[src/rtl/ct_pkt_arb.sv]
// ct_pkt_arb -- packet-locked round-robin arbiter for NI requesters onto one
// shared sink (e.g. a clock-crossing FIFO write port). It stores no data.
// Once a requester wins, it keeps the grant until its end-of-packet beat
// transfers. Every packet is preceded by one IDLE arbitration cycle.
//
// Ports:
//   clk      rising-edge clock
//   reset    synchronous, active-high
//   i_data   requester data; requester k sits at [k*WIDTH +: WIDTH]
//   i_valid  per-requester beat valid
//   i_eop    per-requester end-of-packet (qualified by i_valid)
//   o_ready  per-requester ready (only the granted bit can be set)
//   o_data   arbitrated data to the sink
//   o_valid  arbitrated valid
//   o_eop    arbitrated end-of-packet
//   i_ready  sink ready
//   o_grant  one-hot current grant; zero while idle

// Per-requester slice. The slice passes its requester's beat through when it
// is selected and drives zeros otherwise, so the top can OR all slices
// together without a wide mux.
module ct_pkt_arb_lane #(
  parameter int WIDTH = 1
) (
  input  logic             sel,
  input  logic [WIDTH-1:0] data,
  input  logic             valid,
  input  logic             eop,
  input  logic             sink_ready,
  output logic             ready,
  output logic [WIDTH-1:0] data_g,
  output logic             valid_g,
  output logic             eop_g
);
  assign ready   = sel & sink_ready;
  assign data_g  = sel ? data : '0;
  assign valid_g = sel & valid;
  assign eop_g   = sel & eop;
endmodule

module ct_pkt_arb #(
  parameter int WIDTH = 1,
  parameter int NI    = 2
) (
  input  logic                clk,
  input  logic                reset,
  input  logic [NI*WIDTH-1:0] i_data,
  input  logic [NI-1:0]       i_valid,
  input  logic [NI-1:0]       i_eop,
  output logic [NI-1:0]       o_ready,
  output logic [WIDTH-1:0]    o_data,
  output logic                o_valid,
  output logic                o_eop,
  input  logic                i_ready,
  output logic [NI-1:0]       o_grant
);
  localparam int PW = (NI > 1) ? $clog2(NI) : 1;

  typedef enum logic {IDLE = 1'b0, LOCKED = 1'b1} state_t;

  state_t        state, state_n;
  logic [PW-1:0] ptr, ptr_n;     // last requester to finish a packet
  logic [PW-1:0] gidx, gidx_n;   // granted requester while LOCKED

  logic          win_any;
  logic [PW-1:0] win_idx, cand;

  logic [NI-1:0][WIDTH-1:0] lane_data;
  logic [NI-1:0]            lane_valid, lane_eop, lane_sel;
  logic                     xfer;

  // Round-robin search from ptr+1 upward. The modulo is done in int so the
  // index never leaves 0..NI-1, even for non-power-of-2 NI.
  always_comb begin
    win_any = 1'b0;
    win_idx = '0;
    cand    = '0;
    for (int off = 1; off <= NI; off++) begin
      cand = PW'((int'(ptr) + off) % NI);
      if (!win_any && i_valid[cand]) begin
        win_any = 1'b1;
        win_idx = cand;
      end
    end
  end

  assign o_grant  = (state == LOCKED) ? (NI'(1) << gidx) : '0;
  // Reset gates the lanes so valid/ready are quiet while reset is held,
  // even though the registered grant only clears at the edge.
  assign lane_sel = o_grant & {NI{~reset}};

  for (genvar k = 0; k < NI; k++) begin : g_lane
    ct_pkt_arb_lane #(.WIDTH(WIDTH)) u_lane (
      .sel        (lane_sel[k]),
      .data       (i_data[k*WIDTH +: WIDTH]),
      .valid      (i_valid[k]),
      .eop        (i_eop[k]),
      .sink_ready (i_ready),
      .ready      (o_ready[k]),
      .data_g     (lane_data[k]),
      .valid_g    (lane_valid[k]),
      .eop_g      (lane_eop[k])
    );
  end

  always_comb begin
    o_data  = '0;
    o_valid = 1'b0;
    o_eop   = 1'b0;
    for (int k = 0; k < NI; k++) begin
      o_data  = o_data | lane_data[k];
      o_valid = o_valid | lane_valid[k];
      o_eop   = o_eop | lane_eop[k];
    end
  end

  assign xfer = o_valid & i_ready;

  always_comb begin
    state_n = state;
    ptr_n   = ptr;
    gidx_n  = gidx;
    case (state)
      IDLE: begin
        if (win_any) begin
          state_n = LOCKED;
          gidx_n  = win_idx;
        end
      end
      LOCKED: begin
        // Lock holds through valid gaps; only a transferred eop releases it.
        if (xfer && o_eop) begin
          state_n = IDLE;
          ptr_n   = gidx;
        end
      end
      default: state_n = IDLE;
    endcase
  end

  always_ff @(posedge clk) begin
    if (reset) begin
      state <= IDLE;
      ptr   <= PW'(NI - 1);   // requester 0 searched first
      gidx  <= '0;
    end else begin
      state <= state_n;
      ptr   <= ptr_n;
      gidx  <= gidx_n;
    end
  end
endmodule

[config.mk]
export PLATFORM = sky130hd
export DESIGN_NAME = ct_pkt_arb
export DESIGN_NICKNAME = d
export VERILOG_FILES = /design/src/rtl/ct_pkt_arb.sv
export SDC_FILE = /design/constraint.sdc
export NUM_CORES = 1
export LEC_CHECK = 0
export CAP_MARGIN = 20
export CORE_AREA = 10 10 47 49
export DETAILED_ROUTE_END_ITERATION = 8
export DIE_AREA = 0 0 57 59
export HOLD_SLACK_MARGIN = 0.1
export PLACE_DENSITY = 0.48
export SYNTH_ARGS = -nofsm -noshare
export SYNTH_HDL_FRONTEND = slang
export SYNTH_SLANG_ARGS = --single-unit
export TNS_END_PERCENT = 1
[constraint.sdc]
create_clock -name clk -period 2.5 [get_ports clk]
set_clock_uncertainty 0.15 [all_clocks]
set_input_delay 0.5 -clock clk [delete_from_list [all_inputs] [get_ports clk]]
set_output_delay 0.5 -clock clk [all_outputs]
set_load 0.02 [all_outputs]
==> results of run 1 <==
cells by family (layout without fill, tap and decap cells):
logic type | count (synthesis) | count (layout) | synth area share
buffers and inverters | 5 | 27 | 0.1483
and+or+nand+nor | 15 | 15 | 0.3297
DFF | 3 | 3 | 0.2637
muxes | 3 | 3 | 0.1319
AOI/OAI and AO/OA | 4 | 4 | 0.1263
report_power, final:
group          leakage, nW  internal, mW  switching (mW)  total (mW)
Combinational        0.154        0.0314          0.0205      0.0519
Clock               0.0150        0.0600          0.0276      0.0876
Sequential          0.0248        0.0507         0.00451      0.0552
path summary, 6_finish.rpt:
| path | startpoint | end | slack (ns) | cells past startpoint |
|---|---|---|---|---|
| setup / recovery | reset | o_ready[0] | 0.26 | 4 |
| hold / removal | ptr | gidx | 0.39 | 3 |
| setup reg to reg | gidx | ptr | 0.82 | 4 |
| hold reg to reg | ptr | gidx | 0.39 | 3 |
layer usage:
| layer | vias to the layer above | part of all wire | wire (um) |
|---|---|---|---|
| met5 | - | 0 | 0 |
| met4 | 0 | 0.027 | 19 |
| met3 | 2 | 0.098 | 70 |
| met2 | 13 | 0.46 | 331 |
| met1 | 112 | 0.41 | 293 |
| li1 | 146 | - | - |
sequential cells by signal, summed over array words and instances (netlist names):
name,cells
state,1
gidx,1
ptr,1
cell type report:
cell class	count	area [um^2]	area share
sequential	3	60.06	0.1375
tap	16	20.02	0.04585
inverter	2	7.507	0.01719
clock buffer	4	26.28	0.06017
timing repair buffer	21	188.9	0.4327
multi-input combinational	22	133.9	0.3066
through the flow:
step	setup slack [ns]	TNS [ns]	cell area (um^2)	hold WS (ns)
global placement	-0.02722	-0.1243	416.7	0.3970
detailed placement	-0.03556	-0.1486	416.7	0.3912
CTS	0.2388	0	436.7	0.3954
floorplan	0.8914	0	227.7	0.3559
finish	0.2591	0	436.7	0.3925
global route	0.1634	0	436.7	0.4447
worst max-delay path, stage by stage:
cell	delay, ns
clkdlybuf4s50_1	0.43
nand3b_1	0.22
nor2_1	0.10
dlygate4sd2_1	0.34
cells in the final DEF (no fill, tap or decap):
master | Yosys | final
o21ai_0 | 1 | 1
inv_1 | 2 | 2
nor2b_1 | 1 | 1
dlygate4sd2_1 | 0 | 5
buf_4 | 2 | 6
and2_1 | 1 | 1
nand3b_1 | 2 | 2
o31a_1 | 1 | 1
nand2_1 | 1 | 1
clkbuf_4 | 0 | 3
mux2i_1 | 3 | 3
a21oi_1 | 1 | 1
nand2b_1 | 1 | 1
dfxtp_1 | 3 | 3
nor3_1 | 3 | 3
nor2_1 | 6 | 6
clkdlybuf4s50_1 | 0 | 10
clkbuf_1 | 0 | 1
a311o_1 | 1 | 1
==> flow_summary_export.csv, run 1 <==
group,metric,value,unit
floorplan,die_h,59,um
global_route,grt_use_met1,0.04756,
power,ir_drop,0.1646,mV
clock_network,cts_buffer_depth,2,
synthesis,syn_inst,30,
worst_setup_path,crit_type,"in2out",
synthesis,synth_top_area_frac,0.2637,
cells_and_area,syn_to_final_growth,91.76,%
global_route,grt_pass1_wl,1.242,mm
timing,min_period_over_period,0.8964,
detailed_routing,drcViolationCount,0,
clock_network,cts_setup_buffers,0,
global_route,top_usage_layer,"met2",
synthesis,synth_nets,39,
synthesis,ys_warn_count,0,
clock_network,cts_tree,"done",
floorplan,die_w,57,um
detailed_routing,detail_route.first_pass.iterations,1,
synthesis,synth_seq_area_share,0.2637,
cells_and_area,antenna_cells,0,
timing,layout_min_cycle_time,2.241,ns
worst_setup_path,cp_max_fo,3,
synthesis,synth_edf_count,0,
timing,rsz0062_at_grt,"false",
timing,relSlewSlack,0.7738,
worst_setup_path,arrival,1.59,ns
floorplan,ios,16,
timing,final-setup-viol-count,0,
synthesis,synth_cell_types,16,
clock_network,cts_sinks,3,
timing,fmax,0.4463,GHz
global_route,grtUsageMet2,0.06977,
power,p_per_area,446.0,nW/um^2
worst_setup_path,critPathLaunchType,"primary input",
cells_and_area,stdcell_count,68,
floorplan,start_util,0.1625,
clock_network,cts_made_buffers,3,
global_route,grt.met3_usage,0.02790,
detailed_routing,routed_via_density,4.015,
placement,gp_congestion,0.8443,
placement,place_inst,64,
clock_network,cts-hold-fix-buffers,0,
floorplan,design.die.area,3363,um^2
clock_network,cts_resized,5,
cells_and_area,drive_gt1_frac,0.1731,
power,power,0.1948,mW
timing,slew_violations,0,
clock_network,clk_pin_slew_worst_paths,0.04,ns
detailed_routing,wl,713,um
placement,port_buffers,15,
synthesis,yosys-top-cells-area,"dfxtp_1 26%, mux2i_1 13%, nor2_1 9.9%",
clock_network,h-tree-depth,1,
job,cap_violations,0,
timing,finalHoldViolations,0,
power,p_leak,0.1941,nW
detailed_routing,drtIter0Drc,0,
worst_setup_path,critPathCaptureType,"primary output",
global_route,grt_start_max_net_pins,10,
detailed_routing,post_drt_wl_per_cell,10.49,um
cells_and_area,nNetsFinal,62,
floorplan,rows,14,
timing,worst_slew_pin_slew,0.3388,ns
synthesis,yosysMostFrequentCell,"nor2_1",
synthesis,async_flop_share,0,
detailed_routing,ant_nets,0,
clock_network,clock_latency,0.24,ns
status,status,"completed",
global_route,grt_pass1_vias,283,
synthesis,synth.avg_cell_area,7.591,um^2
cells_and_area,fill_cells,173,
floorplan,core_area,1401,um^2
synthesis,ys_ff_latch,3,
clock_network,cts_root_buf,"clkbuf_4",
global_route,grt_usage,0.04756,
synthesis,synth_ff_type,"dfxtp_1",
worst_setup_path,cp_data_required_time,1.85,ns
placement,post-dp-hpwl,601.9,um
global_route,antenna_found_initial,0,
synthesis,yosys-top-cells-count,"6 x nor2_1, 3 x dfxtp_1, 3 x mux2i_1, 3 x nor3_1",
global_route,grt.overflow.total,0,
synthesis,netlist_area,227.7,um^2
cells_and_area,finalCoreUtilization,0.3116,
detailed_routing,vias,273,
worst_hold_path,worstHoldPathType,"reg2reg",
synthesis,yosys.area.top_type,"dfxtp_1",
Note: power is estimated with default switching activity, not from simulation.
==> run 2, diff against run 1 <==
--- a/config.mk
+++ b/config.mk
@@ -6,11 +6,12 @@
 export NUM_CORES = 1
 export LEC_CHECK = 0
 export CAP_MARGIN = 20
-export CORE_AREA = 10 10 47 49
+export CORE_AREA = 2 2 39 41
 export DETAILED_ROUTE_END_ITERATION = 8
-export DIE_AREA = 0 0 57 59
+export DIE_AREA = 0 0 41 43
 export HOLD_SLACK_MARGIN = 0.1
 export PLACE_DENSITY = 0.48
+export RECOVER_POWER = 50
 export SYNTH_ARGS = -nofsm -noshare
 export SYNTH_HDL_FRONTEND = slang
 export SYNTH_SLANG_ARGS = --single-unit
==> flow_summary_export.csv, run 2 (synthesized netlist as in run 1, its figures left out) <==
group,metric,value,unit
status,status,"completed",
clock_network,cts_tree,"done",
clock_network,cts_made_buffers,3,
global_route,grt_start_max_net_pins,10,
power,ir_drop,0.2043,mV
clock_network,cts_root_buf,"clkbuf_4",
power,p_leak,0.1952,nW
placement,gp_congestion,0.7617,
cells_and_area,stdcell_count,68,
detailed_routing,detail_route.first_pass.iterations,3,
worst_hold_path,worstHoldPathType,"reg2reg",
timing,min_period_over_period,0.9123,
worst_setup_path,critPathCaptureType,"primary output",
clock_network,h-tree-depth,1,
worst_setup_path,cp_slowest_stage_delay,0.56,ns
cells_and_area,final_common_cell,"clkdlybuf4s50_1",
clock_network,clock_latency,0.23,ns
cells_and_area,nNetsFinal,62,
timing,final-setup-viol-count,0,
timing,worst_slew_pin_slew,0.3479,ns
detailed_routing,vias,267,
floorplan,ios,16,
worst_setup_path,cp_max_fo,2,
placement,dpl_cell_area,416.7,um^2
global_route,antenna_found_initial,0,
worst_setup_path,critPathLaunchType,"primary input",
job,cap_violations,0,
worst_setup_path,crit_type,"in2out",
global_route,grt.overflow.total,0,
global_route,grt_pass1_wl,903,um
floorplan,core_area,1384,um^2
timing,slew_violations,0,
timing,rsz0062_at_grt,"false",
power,p_per_area,439.0,nW/um^2
detailed_routing,ant_nets,0,
cells_and_area,antenna_cells,0,
placement,port_buffers,15,
worst_setup_path,slowest_stage,"dlygate4sd3_1",
timing,fmax,0.4385,GHz
clock_network,cts_sinks,3,
cells_and_area,drive_gt1_frac,0.1538,
clock_network,cts_buffer_depth,2,
placement,post-dp-hpwl,469.9,um
detailed_routing,routed_via_density,3.926,
timing,relSlewSlack,0.7678,
worst_setup_path,cp_data_required_time,1.85,ns
floorplan,die_w,41,um
floorplan,die_h,43,um
floorplan,start_util,0.1646,
detailed_routing,drcViolationCount,0,
detailed_routing,drtIter0Drc,2,
cells_and_area,syn_to_final_growth,90.11,%
timing,finalHoldViolations,0,
detailed_routing,post_drt_wl_per_cell,8.191,um
floorplan,design.die.area,1763,um^2
cells_and_area,final_cell_mix,"7 x clkdlybuf4s50_1, 6 x nor2_1, 5 x dlygate4sd2_1, 5 x buf_4",
clock_network,cts-hold-fix-buffers,0,
cells_and_area,design_area,432.9,um^2
worst_setup_path,path_cells,"dlygate4sd3_1, mux2i_1, nor2_1, dlygate4sd2_1",
cells_and_area,top_regs,"gidx x1, ptr x1, state x1",
global_route,grt_usage,0.07924,
worst_setup_path,arrival,1.63,ns
detailed_routing,wl,557,um
timing,layout_min_cycle_time,2.281,ns
clock_network,clk_pin_slew_worst_paths,0.04,ns
placement,place_inst,64,
floorplan,rows,14,
global_route,grt_pass1_vias,229,
## run 2: stage by stage
stage               setup WS, ns  power, mW  hold slack [ns]  utilization  setup TNS, ns
finish                    0.2193     0.1901           0.3997       0.3128              0
global route              0.1450     0.2031           0.4441       0.3128              0
CTS                       0.2611     0.1977           0.4064       0.3156              0
detailed placement      -0.01288     0.1110           0.3978       0.3011       -0.04165
global placement        -0.01999     0.1106           0.3991       0.3011       -0.07018
floorplan                 0.8914    0.07865           0.3559            -              0
## run 2: worst max-delay path, delay by kind of cell
family / cells / cell delay [ns]
buffers and inverters: 2 / 0.88
multiplexers: 1 / 0.19
AND/OR/NAND/NOR: 1 / 0.06
## run 2: worst paths after layout
check                   from  endpoint  slack (ns)  depth (start not counted)
setup / recovery  i_valid[0]   o_valid        0.22                          4
hold / removal           ptr      gidx        0.40                          3
setup reg to reg        gidx       ptr        0.82                          4
hold reg to reg          ptr      gidx        0.40                          3
## run 2: where the power goes
group	total [mW]	internal, mW	switching [mW]
Combinational	0.0496	0.0293	0.0202
Sequential	0.0555	0.0508	0.00479
Clock	0.0849	0.0598	0.0251
## run 2: layout make-up
type / count / area (um^2)
multi-input cells: 22 / 133.9
well taps: 16 / 20.02
repair buffers: 21 / 185.2
clock buffers: 4 / 26.28
flip-flops and latches: 3 / 60.06
inverters: 2 / 7.507
fillers: 162 / 950.9
## run 2: per-layer routing
metal	vias to the layer above	track usage	share of wire
li1	144	-	-
met1	111	0.08974	0.42
met2	10	0.1125	0.49
met3	2	0.01571	0.057
met4	0	0.08000	0.027
met5	-	0	0
## run 2: what timing repair did
item                                    4_1_cts  5_1_grt
hold endpoints to repair                      0        0
buffers inserted                              0        0
endpoints found under the setup margin        5        0
resized for setup                             5        0
==> run 3, diff against run 2 <==
--- a/config.mk
+++ b/config.mk
@@ -5,7 +5,7 @@
 export SDC_FILE = /design/constraint.sdc
 export NUM_CORES = 1
 export LEC_CHECK = 0
-export CAP_MARGIN = 20
+export ABC_CLOCK_PERIOD_IN_PS = 2500
 export CORE_AREA = 2 2 39 41
 export DETAILED_ROUTE_END_ITERATION = 8
 export DIE_AREA = 0 0 41 43
==> results of run 3 <==
No change in the layout: final DEF, timing and power equal those of run 2.
